==> config.mk <==
export PLATFORM = sky130hd
export DESIGN_NAME = exception_ctrl
export DESIGN_NICKNAME = d
export VERILOG_FILES = /design/src/rtl/exception_ctrl_pkg.sv /design/src/rtl/exception_ctrl_exc_priority_sel.sv /design/src/rtl/exception_ctrl.sv
export SDC_FILE = /design/constraint.sdc
export NUM_CORES = 1
export LEC_CHECK = 0
export CORE_MARGIN = 5
export CORE_UTILIZATION = 37
export CTS_BUF_LIST = sky130_fd_sc_hd__clkbuf_2
export CTS_CLUSTER_DIAMETER = 200
export DETAILED_ROUTE_END_ITERATION = 8
export PLACE_DENSITY = 0.87
export SKIP_LAST_GASP = 1
export SLEW_MARGIN = 20
export SYNTH_ARGS = -nofsm -noshare
export SYNTH_HDL_FRONTEND = slang
export SYNTH_SLANG_ARGS = --single-unit
==> constraint.sdc <==
create_clock -name clk -period 2.9 [get_ports clk]
set_clock_uncertainty 0.15 [all_clocks]
set_input_delay 0.58 -clock clk [delete_from_list [all_inputs] [get_ports clk]]
set_output_delay 0.58 -clock clk [all_outputs]
set_load 0.1 [all_outputs]
==> src/rtl/exception_ctrl_pkg.sv <==
// exception_ctrl_pkg
//   Shared types and constants for the commit-point exception sequencer.
//   Cause encodings mirror the core-wide exception code table (ecode field);
//   ADEF/ADEM share an ecode and are told apart by esubcode inside csr.
package exception_ctrl_pkg;

    localparam int ExceptionCauseWidth = 6;

    localparam logic [ExceptionCauseWidth-1:0] EXCEPTION_INT  = 6'h00;
    localparam logic [ExceptionCauseWidth-1:0] EXCEPTION_PIL  = 6'h01;
    localparam logic [ExceptionCauseWidth-1:0] EXCEPTION_PIS  = 6'h02;
    localparam logic [ExceptionCauseWidth-1:0] EXCEPTION_PIF  = 6'h03;
    localparam logic [ExceptionCauseWidth-1:0] EXCEPTION_PME  = 6'h04;
    localparam logic [ExceptionCauseWidth-1:0] EXCEPTION_PPI  = 6'h07;
    localparam logic [ExceptionCauseWidth-1:0] EXCEPTION_ADEF = 6'h08;
    localparam logic [ExceptionCauseWidth-1:0] EXCEPTION_ADEM = 6'h08;
    localparam logic [ExceptionCauseWidth-1:0] EXCEPTION_ALE  = 6'h09;
    localparam logic [ExceptionCauseWidth-1:0] EXCEPTION_SYS  = 6'h0b;
    localparam logic [ExceptionCauseWidth-1:0] EXCEPTION_BRK  = 6'h0c;
    localparam logic [ExceptionCauseWidth-1:0] EXCEPTION_INE  = 6'h0d;
    localparam logic [ExceptionCauseWidth-1:0] EXCEPTION_IPE  = 6'h0e;
    localparam logic [ExceptionCauseWidth-1:0] EXCEPTION_TLBR = 6'h3f;

    // What the priority selector picked for the instruction at commit.
    typedef enum logic [1:0] {
        SEL_NONE = 2'd0,
        SEL_INT  = 2'd1,
        SEL_EXC  = 2'd2,
        SEL_ERTN = 2'd3
    } sel_kind_e;

    typedef enum logic {
        ST_IDLE  = 1'b0,
        ST_FLUSH = 1'b1
    } state_e;

    // SYS/BRK make csr advance ERA past the trapping instruction.
    function automatic logic is_sys_brk(input logic [ExceptionCauseWidth-1:0] cause);
        return (cause == EXCEPTION_SYS) || (cause == EXCEPTION_BRK);
    endfunction

endpackage

==> src/rtl/exception_ctrl_exc_priority_sel.sv <==
// exc_priority_sel
//   Purely combinational pick of the single event to act on at commit.
//   Order: pending interrupt > fetch exc > decode exc > memory exc > ertn.
// Ports
//   int_pend                    registered interrupt-pending flag
//   if/id/mem_exc_valid/_cause  per-stage exception flags and codes
//   mem_bad_addr, commit_pc     candidate BADV sources
//   commit_is_ertn              committing instruction is ertn
//   sel_kind, sel_cause, sel_addr  chosen event, its cause and BADV value
module exc_priority_sel
    import exception_ctrl_pkg::*;
(
    input  logic                           int_pend,
    input  logic                           if_exc_valid,
    input  logic [ExceptionCauseWidth-1:0] if_exc_cause,
    input  logic                           id_exc_valid,
    input  logic [ExceptionCauseWidth-1:0] id_exc_cause,
    input  logic                           mem_exc_valid,
    input  logic [ExceptionCauseWidth-1:0] mem_exc_cause,
    input  logic [31:0]                    mem_bad_addr,
    input  logic [31:0]                    commit_pc,
    input  logic                           commit_is_ertn,
    output sel_kind_e                      sel_kind,
    output logic [ExceptionCauseWidth-1:0] sel_cause,
    output logic [31:0]                    sel_addr
);

    always_comb begin
        sel_kind  = SEL_NONE;
        sel_cause = '0;
        sel_addr  = '0;
        if (int_pend) begin
            sel_kind  = SEL_INT;
            sel_cause = EXCEPTION_INT;
        end else if (if_exc_valid) begin
            sel_kind  = SEL_EXC;
            sel_cause = if_exc_cause;
            sel_addr  = commit_pc;
        end else if (id_exc_valid) begin
            sel_kind  = SEL_EXC;
            sel_cause = id_exc_cause;
            sel_addr  = commit_pc;
        end else if (mem_exc_valid) begin
            sel_kind  = SEL_EXC;
            sel_cause = mem_exc_cause;
            sel_addr  = mem_bad_addr;
        end else if (commit_is_ertn) begin
            sel_kind  = SEL_ERTN;
        end
    end

endmodule

==> src/rtl/exception_ctrl.sv <==
// exception_ctrl
//   Commit-point exception/interrupt sequencer. Picks one event per commit,
//   drives csr's trap/ertn pulses, flushes the pipe, redirects fetch and
//   holds off commit until the flush window is over.
// Ports
//   clk, rst (sync, active-high)
//   commit_*        instruction at commit (valid, pc, ertn)
//   *_exc_*         per-stage exception flags/codes, mem_bad_addr
//   crmd_ie, ecfg_lie, estat_is, eentry_va, tlbrentry_va, era_pc   from csr
//   is_exception, exception_cause/pc/addr, is_syscall_break, is_ertn   to csr
//   flush, redirect_valid, redirect_pc, commit_block   to pipeline
//
// state    | meaning
// ST_IDLE  | sampling commit; an event here moves to ST_FLUSH
// ST_FLUSH | flush asserted, commit ignored, cnt counts down to 0
module exception_ctrl
    import exception_ctrl_pkg::*;
#(
    parameter int FLUSH_CYCLES = 2
) (
    input  logic                           clk,
    input  logic                           rst,
    input  logic                           commit_valid,
    input  logic [31:0]                    commit_pc,
    input  logic                           if_exc_valid,
    input  logic [ExceptionCauseWidth-1:0] if_exc_cause,
    input  logic                           id_exc_valid,
    input  logic [ExceptionCauseWidth-1:0] id_exc_cause,
    input  logic                           mem_exc_valid,
    input  logic [ExceptionCauseWidth-1:0] mem_exc_cause,
    input  logic [31:0]                    mem_bad_addr,
    input  logic                           commit_is_ertn,
    input  logic                           crmd_ie,
    input  logic [11:0]                    ecfg_lie,
    input  logic [11:0]                    estat_is,
    input  logic [31:0]                    eentry_va,
    input  logic [31:0]                    tlbrentry_va,
    input  logic [31:0]                    era_pc,
    output logic                           is_exception,
    output logic [ExceptionCauseWidth-1:0] exception_cause,
    output logic [31:0]                    exception_pc,
    output logic [31:0]                    exception_addr,
    output logic                           is_syscall_break,
    output logic                           is_ertn,
    output logic                           flush,
    output logic                           redirect_valid,
    output logic [31:0]                    redirect_pc,
    output logic                           commit_block
);

    localparam int CNT_W = $clog2(FLUSH_CYCLES + 1);
    localparam logic [CNT_W-1:0] CNT_LOAD = CNT_W'(FLUSH_CYCLES - 1);

    state_e                         state_q, state_d;
    logic [CNT_W-1:0]               cnt_q, cnt_d;
    logic                           int_pend_q, int_pend_d;
    logic                           is_exception_q, is_exception_d;
    logic                           is_ertn_q, is_ertn_d;
    logic                           redirect_valid_q, redirect_valid_d;
    logic [31:0]                    redirect_pc_q, redirect_pc_d;
    logic [ExceptionCauseWidth-1:0] cause_q, cause_d;
    logic [31:0]                    pc_q, pc_d;
    logic [31:0]                    addr_q, addr_d;
    logic                           sb_q, sb_d;

    sel_kind_e                      sel_kind;
    logic [ExceptionCauseWidth-1:0] sel_cause;
    logic [31:0]                    sel_addr;
    logic                           take;

    exc_priority_sel u_sel (
        .int_pend       (int_pend_q),
        .if_exc_valid   (if_exc_valid),
        .if_exc_cause   (if_exc_cause),
        .id_exc_valid   (id_exc_valid),
        .id_exc_cause   (id_exc_cause),
        .mem_exc_valid  (mem_exc_valid),
        .mem_exc_cause  (mem_exc_cause),
        .mem_bad_addr   (mem_bad_addr),
        .commit_pc      (commit_pc),
        .commit_is_ertn (commit_is_ertn),
        .sel_kind       (sel_kind),
        .sel_cause      (sel_cause),
        .sel_addr       (sel_addr)
    );

    always_comb begin
        // Interrupt request is registered so csr never sees a comb loop back.
        int_pend_d       = crmd_ie & (|(ecfg_lie & estat_is));
        take             = !rst && (state_q == ST_IDLE) && commit_valid && (sel_kind != SEL_NONE);
        state_d          = state_q;
        cnt_d            = cnt_q;
        is_exception_d   = 1'b0;
        is_ertn_d        = 1'b0;
        redirect_valid_d = 1'b0;
        redirect_pc_d    = redirect_pc_q;
        cause_d          = cause_q;
        pc_d             = pc_q;
        addr_d           = addr_q;
        sb_d             = sb_q;

        case (state_q)
            ST_IDLE: begin
                if (take) begin
                    state_d          = ST_FLUSH;
                    cnt_d            = CNT_LOAD;
                    redirect_valid_d = 1'b1;
                    if (sel_kind == SEL_ERTN) begin
                        is_ertn_d     = 1'b1;
                        redirect_pc_d = era_pc;
                    end else begin
                        is_exception_d = 1'b1;
                        cause_d        = sel_cause;
                        pc_d           = commit_pc;
                        addr_d         = sel_addr;
                        sb_d           = (sel_kind == SEL_EXC) && is_sys_brk(sel_cause);
                        redirect_pc_d  = (sel_cause == EXCEPTION_TLBR) ? tlbrentry_va : eentry_va;
                    end
                end
            end
            ST_FLUSH: begin
                if (cnt_q == '0) begin
                    state_d = ST_IDLE;
                end else begin
                    cnt_d = cnt_q - CNT_W'(1);
                end
            end
            default: state_d = ST_IDLE;
        endcase
    end

    always_ff @(posedge clk) begin
        if (rst) begin
            state_q          <= ST_IDLE;
            cnt_q            <= '0;
            int_pend_q       <= 1'b0;
            is_exception_q   <= 1'b0;
            is_ertn_q        <= 1'b0;
            redirect_valid_q <= 1'b0;
            redirect_pc_q    <= '0;
            cause_q          <= '0;
            pc_q             <= '0;
            addr_q           <= '0;
            sb_q             <= 1'b0;
        end else begin
            state_q          <= state_d;
            cnt_q            <= cnt_d;
            int_pend_q       <= int_pend_d;
            is_exception_q   <= is_exception_d;
            is_ertn_q        <= is_ertn_d;
            redirect_valid_q <= redirect_valid_d;
            redirect_pc_q    <= redirect_pc_d;
            cause_q          <= cause_d;
            pc_q             <= pc_d;
            addr_q           <= addr_d;
            sb_q             <= sb_d;
        end
    end

    assign is_exception     = is_exception_q;
    assign exception_cause  = cause_q;
    assign exception_pc     = pc_q;
    assign exception_addr   = addr_q;
    assign is_syscall_break = sb_q;
    assign is_ertn          = is_ertn_q;
    assign redirect_valid   = redirect_valid_q;
    assign redirect_pc      = redirect_pc_q;
    assign flush            = (state_q == ST_FLUSH);
    // Comb so the trapping instruction itself is kept from retiring.
    assign commit_block     = !rst && (take || (state_q == ST_FLUSH));

endmodule

# Word-level counts from Yosys, hierarchy flattened
# Cells that the tools add are included.
[classes]
bitwise_logic = 5
eq_ne = 7
reduce_logical = 16
addsub = 1
mux = 23
[op_table]
columns = ["op", "count"]
rows = [
  ["32-bit two-way mux", 6],
  ["6-bit two-way mux", 4],
  ["2-bit two-way mux", 7],
  ["12-bit AND", 1],
  ["6-bit by 4-bit equality test with 1-bit output (second input constant)", 2],
  ["12-bit OR reduction", 1],
  ["6-bit equality test (second input constant)", 1],
  ["1-bit logical AND", 5],
  ["2-bit equality test (second input constant)", 2],
  ["1-bit two-way mux", 4],
  ["2-bit inequality test (second input constant)", 2],
  ["2-bit one-hot mux with 2 select lines", 1],
  ["2-bit AND reduction", 2],
  ["1-bit inverter", 3],
  ["3-bit AND reduction", 1],
  ["3-bit OR reduction", 1],
  ["2-bit zero test", 1],
  ["1-bit logical OR", 2],
  ["1-bit one-hot mux with 2 select lines", 1],
  ["2-bit nonzero test", 1],
  ["2-bit OR reduction", 1],
  ["2-bit by 1-bit subtractor with 2-bit output (second input constant)", 1],
  ["1-bit AND", 1],
  ["1-bit zero test", 1],
]
[word_totals]
output_inout_bits = 108
reg_bits = 110
input_bits = 210
word_cells = 63

# Longest topological paths before layout
[depth]
word_depth = 9
ltp_mapped = 8
mapped_depth_nobuf = 6

# By module
# From an unflattened synthesis, not the netlist that was laid out.
[hier_totals]
cells_unflattened = 641
hier_area_um2 = 5333.9
[by_module_without_submodules]
columns = ["mod", "n_inst", "area_per_inst_um2", "cells_each"]
rows = [
  ["exception_ctrl", 1, 4289.1, 493],
  ["exc_priority_sel", 1, 1044.8, 148],
]

# Least setup slack after synthesis
# No wires, ideal clock.
[synth_path]
path_type = "register to output"
start = "reg state_q, in the netlist flush"
end = "out commit_block"
t_required_ps = 2170
arrival_ps = 2651
path_buffers = 0
path_slack_ps = -481
path_stages_with_launch = 6
path_cell_list = "dfxtp_1 -> nor3b_1 -> o21ai_1 -> inv_1 -> nor2_1 -> nor2_1"
[synth_between]
elab_chain_len = 6
[synth_rtl]
columns = ["element", "line_no", "source"]
rows = [
  ["from (decl)", "exception_ctrl.sv:54", "state_e state_q, state_d;"],
  ["from (signal assigned)", "exception_ctrl.sv:146", "state_q <= state_d;"],
  ["1-bit inverter (no line)", "n/a", ""],
  ["1-bit logical AND (3 in series)", "exception_ctrl.sv:90", "take = !rst && (state_q == ST_IDLE) && commit_valid && (sel_kind != SEL_NONE);"],
  ["1-bit logical OR (*)", "exception_ctrl.sv:170", "assign commit_block = !rst && (take || (state_q == ST_FLUSH));"],
  ["1-bit logical AND (*)", "exception_ctrl.sv:170", ""],
  ["to (decl)", "exception_ctrl.sv:48", "output logic commit_block"],
]
# Mark *: on every way between the ends. The rest lies on a longest branch, timed or not.

# Worst setup path after layout
[layout_path]
start = "in if_exc_valid"
end = "out commit_block"
[layout_between]
elab_chain_len = 6
[layout_rtl]
columns = ["element", "line_no", "source"]
rows = [
  ["from (decl)", "exception_ctrl.sv:25", "input logic if_exc_valid,"],
  ["2-bit two-way mux", "exception_ctrl_exc_priority_sel.sv:35", "end else if (if_exc_valid) begin"],
  ["2-bit two-way mux", "exception_ctrl_exc_priority_sel.sv:32", "if (int_pend) begin"],
  ["2-bit nonzero test", "exception_ctrl.sv:90", ""],
  ["1-bit logical AND", "exception_ctrl.sv:90", ""],
  ["1-bit logical OR", "exception_ctrl.sv:170", ""],
  ["1-bit logical AND", "exception_ctrl.sv:170", ""],
]
# No other way between the ends.

==> results.yml <==
floorplan:
  row_count: 42
  pin_count: 318
  fp.dieH_um: 125
  core_mm2: 0.0131
  die_area_mm2: 0.0155
  die_x_um: 125
  start_util: 0.372
hold_path:
  whs_path_depth: 5
  hold_path_class: "in -> reg"
  hold_end: "redirect_valid"
  hold_start: "rst"
detailed_routing:
  initialDrtViolationCount: 322
  top_layer_used: "met4"
  ant_nets: 0
  routed_via_density: 5.20
  dr_wl_met3_um: 1780
  dr.pass1.iters: 5
  routed_wirelength_um: 19100
  wl_per_cell_um: 17.8
  met1_length_um: 7550
  route.vias.total: 5585
  met2_length_um: 9380
  drc: 0
worst_setup_path:
  crit_type: "in -> out"
  r2r-end: "cnt_q[0]"
  timing.critical_path.required_ns: 2.17
  reg2reg_slack_ns: 0.10
  cp-end-kind: "output pin"
  cp.arrival_ns: 2.09
  path_max_fanout: 5
  worstRegToRegCells: 17
  r2r_start: "flush"
  start_kind: "input pin"
clock_tree:
  cts_buffer_depth: 2
  cts_tree: "done"
  cts_buffers: 9
  clkLatencyLatePin_ns: 0.60
  htree_num_levels: 3
  clock_sinks: 110
  clkTransAtPathRegs_ns: 0.28
  cts_hold_buf: 0
  clockRootBuffer: "clkbuf_2"
timing:
  setup_viol: 0
  hold_viol: 0
  period_share: 0.974
  rsz0062_at_grt: "yes"
  holdWs_ns: 0.218
  period_minus_slack_ns: 2.82
  finalMaxSlewViolations: 0
  postLayoutSetupSlackWorst_ns: 0.0754
  fmax_mhz: 354
  slew_headroom: 0.678
  tightest_slew_ns: 0.483
  setup_tns_ns: 0
synthesis:
  synth_top_area_frac: 0.453
  synth_seq_cells: 110
  synth_area_mm2: 0.00487
  synth-async-reset-ratio: 0
  synth_area_leaders: "dfxtp_1 (45%), a22oi_1 (10%), mux2_2 (6.5%), nand2_1 (5.9%), o211ai_1 (4.9%)"
  yosys_warnings: 0
  avgSynthCellArea_um2: 8.46
  synth_nets: 786
  synth_cell_type_count: 38
  yosys.area.top_type: "dfxtp_1"
  synthFlopType: "dfxtp_1"
  netlist_instances: 575
  synth_edf_count: 0
  yosysSeqAreaShare: 0.453
pwr:
  ir_drop_mv: 0.420
  power.density_mw_per_mm2: 464
  p_leak_nw: 3.39
place:
  dpl.cell_count: 1045
  dpl-instance-area_mm2: 0.00813
  port_buffers: 317
  hpwl_um: 14400
  dpl_worst_slack_ns: -0.0792
  finalWeightedCongestion: 0.881
run_status:
  outcome: "complete, no violations"
global_route:
  gr-total-overflow: 0
  grt_pass1_wl_um: 29700
  grt_start_max_net_pins: 52
  track_usage: 0.236
  antenna_found_initial: 1
  grt_pass1_vias: 5474
cells_and_area:
  finalNetCount: 1103
  fillers: 1094
  final_common_cell: "clkdlybuf4s50_1"
  fin_area_mm2: 0.00836
  area_delta_synth_final_pct: 71.9
  drive_above_1_share: 0.230
  layout_common_cells: "clkdlybuf4s50_1 (206), buf_4 (138), dfxtp_1 (109)"
  finalNonFillerCells: 1074
job:
  drv_cap: 0
cells in the mapped netlist, types with 2 or more instances:
| cell type | n |
|---|---|
| inv_1 | 37 |
| mux2_2 | 28 |
| clkbuf_1 | 39 |
| buf_4 | 3 |
| a21oi_1 | 45 |
| nand2_1 | 77 |
| a22oi_1 | 66 |
| a31oi_1 | 2 |
| a221o_1 | 2 |
| nand2b_1 | 3 |
| a22o_1 | 3 |
| nand3b_1 | 5 |
| o21ai_0 | 4 |
| nand4_1 | 32 |
| buf_2 | 9 |
| dfxtp_1 | 110 |
| o211ai_1 | 32 |
| a221oi_1 | 6 |
| nor2_1 | 45 |
| nand3_1 | 6 |
| and2_1 | 2 |
| nor2b_1 | 3 |
layout make-up:
class,instances,area (um^2),area share
timing repair buffer,357,3320,0.397
tap,176,220,0.0263
clock buffer,10,50.0,0.00598
multi-input combinational,376,2350,0.281
antenna,1,2.50,0.000299
clock inverter,6,68.8,0.00823
sequential,110,2210,0.264
inverter,38,143,0.0171
critical path: stages:
cell	delay, ns
clkdlybuf4s50_1	0.48
or4_4	0.46
o21ai_4	0.15
inv_1	0.07
nor2_2	0.12
nor2_4	0.05
buf_12	0.17
repair_timing:
action                     CTS  global route
pin swaps                    3             2
cloned                       0             0
setup endpoints to repair    1             3
setup buffers               12             0
gates resized for setup      7             2
how the worst max path moves through the flow:
stage | from | cells past startpoint | slack (ns) | endpoint
after floorplan | flush | 5 | 0.26 | commit_block
after detailed placement | mem_exc_valid | 7 | -0.08 | commit_block
after global placement | mem_exc_valid | 7 | -0.07 | commit_block
final | if_exc_valid | 7 | 0.08 | commit_block
after global routing | flush | 16 | -0.02 | cnt_q[1]
after CTS | int_pend_q | 6 | 0.03 | commit_block
registers in the layout, indices dropped and copies added, names as in the netlist:
signal and count:
redirect_valid 1, is_exception 1, cnt_q 2, exception_addr 32, is_syscall_break 1, flush 1, exception_pc 32, exception_cause 6
is_ertn 1, redirect_pc 32, int_pend_q 1
cell families after synthesis:
kind of cell / share of synthesized area
compound gates: 0.231
fa+ha+maj: 0.00257
buf+inv: 0.0733
flops: 0.453
mux: 0.0669
simple gates: 0.174
metal layers:
| layer | vias up | GRT usage |
|---|---|---|
| met1 | 2595 | 0.275 |
| met4 | 0 | 0.0683 |
| met5 | - | 0 |
| li1 | 2697 | - |
| met2 | 262 | 0.403 |
| met3 | 31 | 0.0879 |
stage by stage:
stage	power (mW)	utilization
final	3.88	0.639
after global routing	4.04	0.639
after CTS	3.91	0.638
after detailed placement	3.16	0.621
after floorplan	2.59	-
after global placement	3.14	0.621
report_power, final:
| part | switching [mW] | internal [mW] |
|---|---|---|
| combinational | 0.960 | 0.534 |
| sequential | 0.0467 | 1.61 |
| clock | 0.529 | 0.208 |
| total | 1.54 | 2.35 |
(Power assumes the default switching activity.)
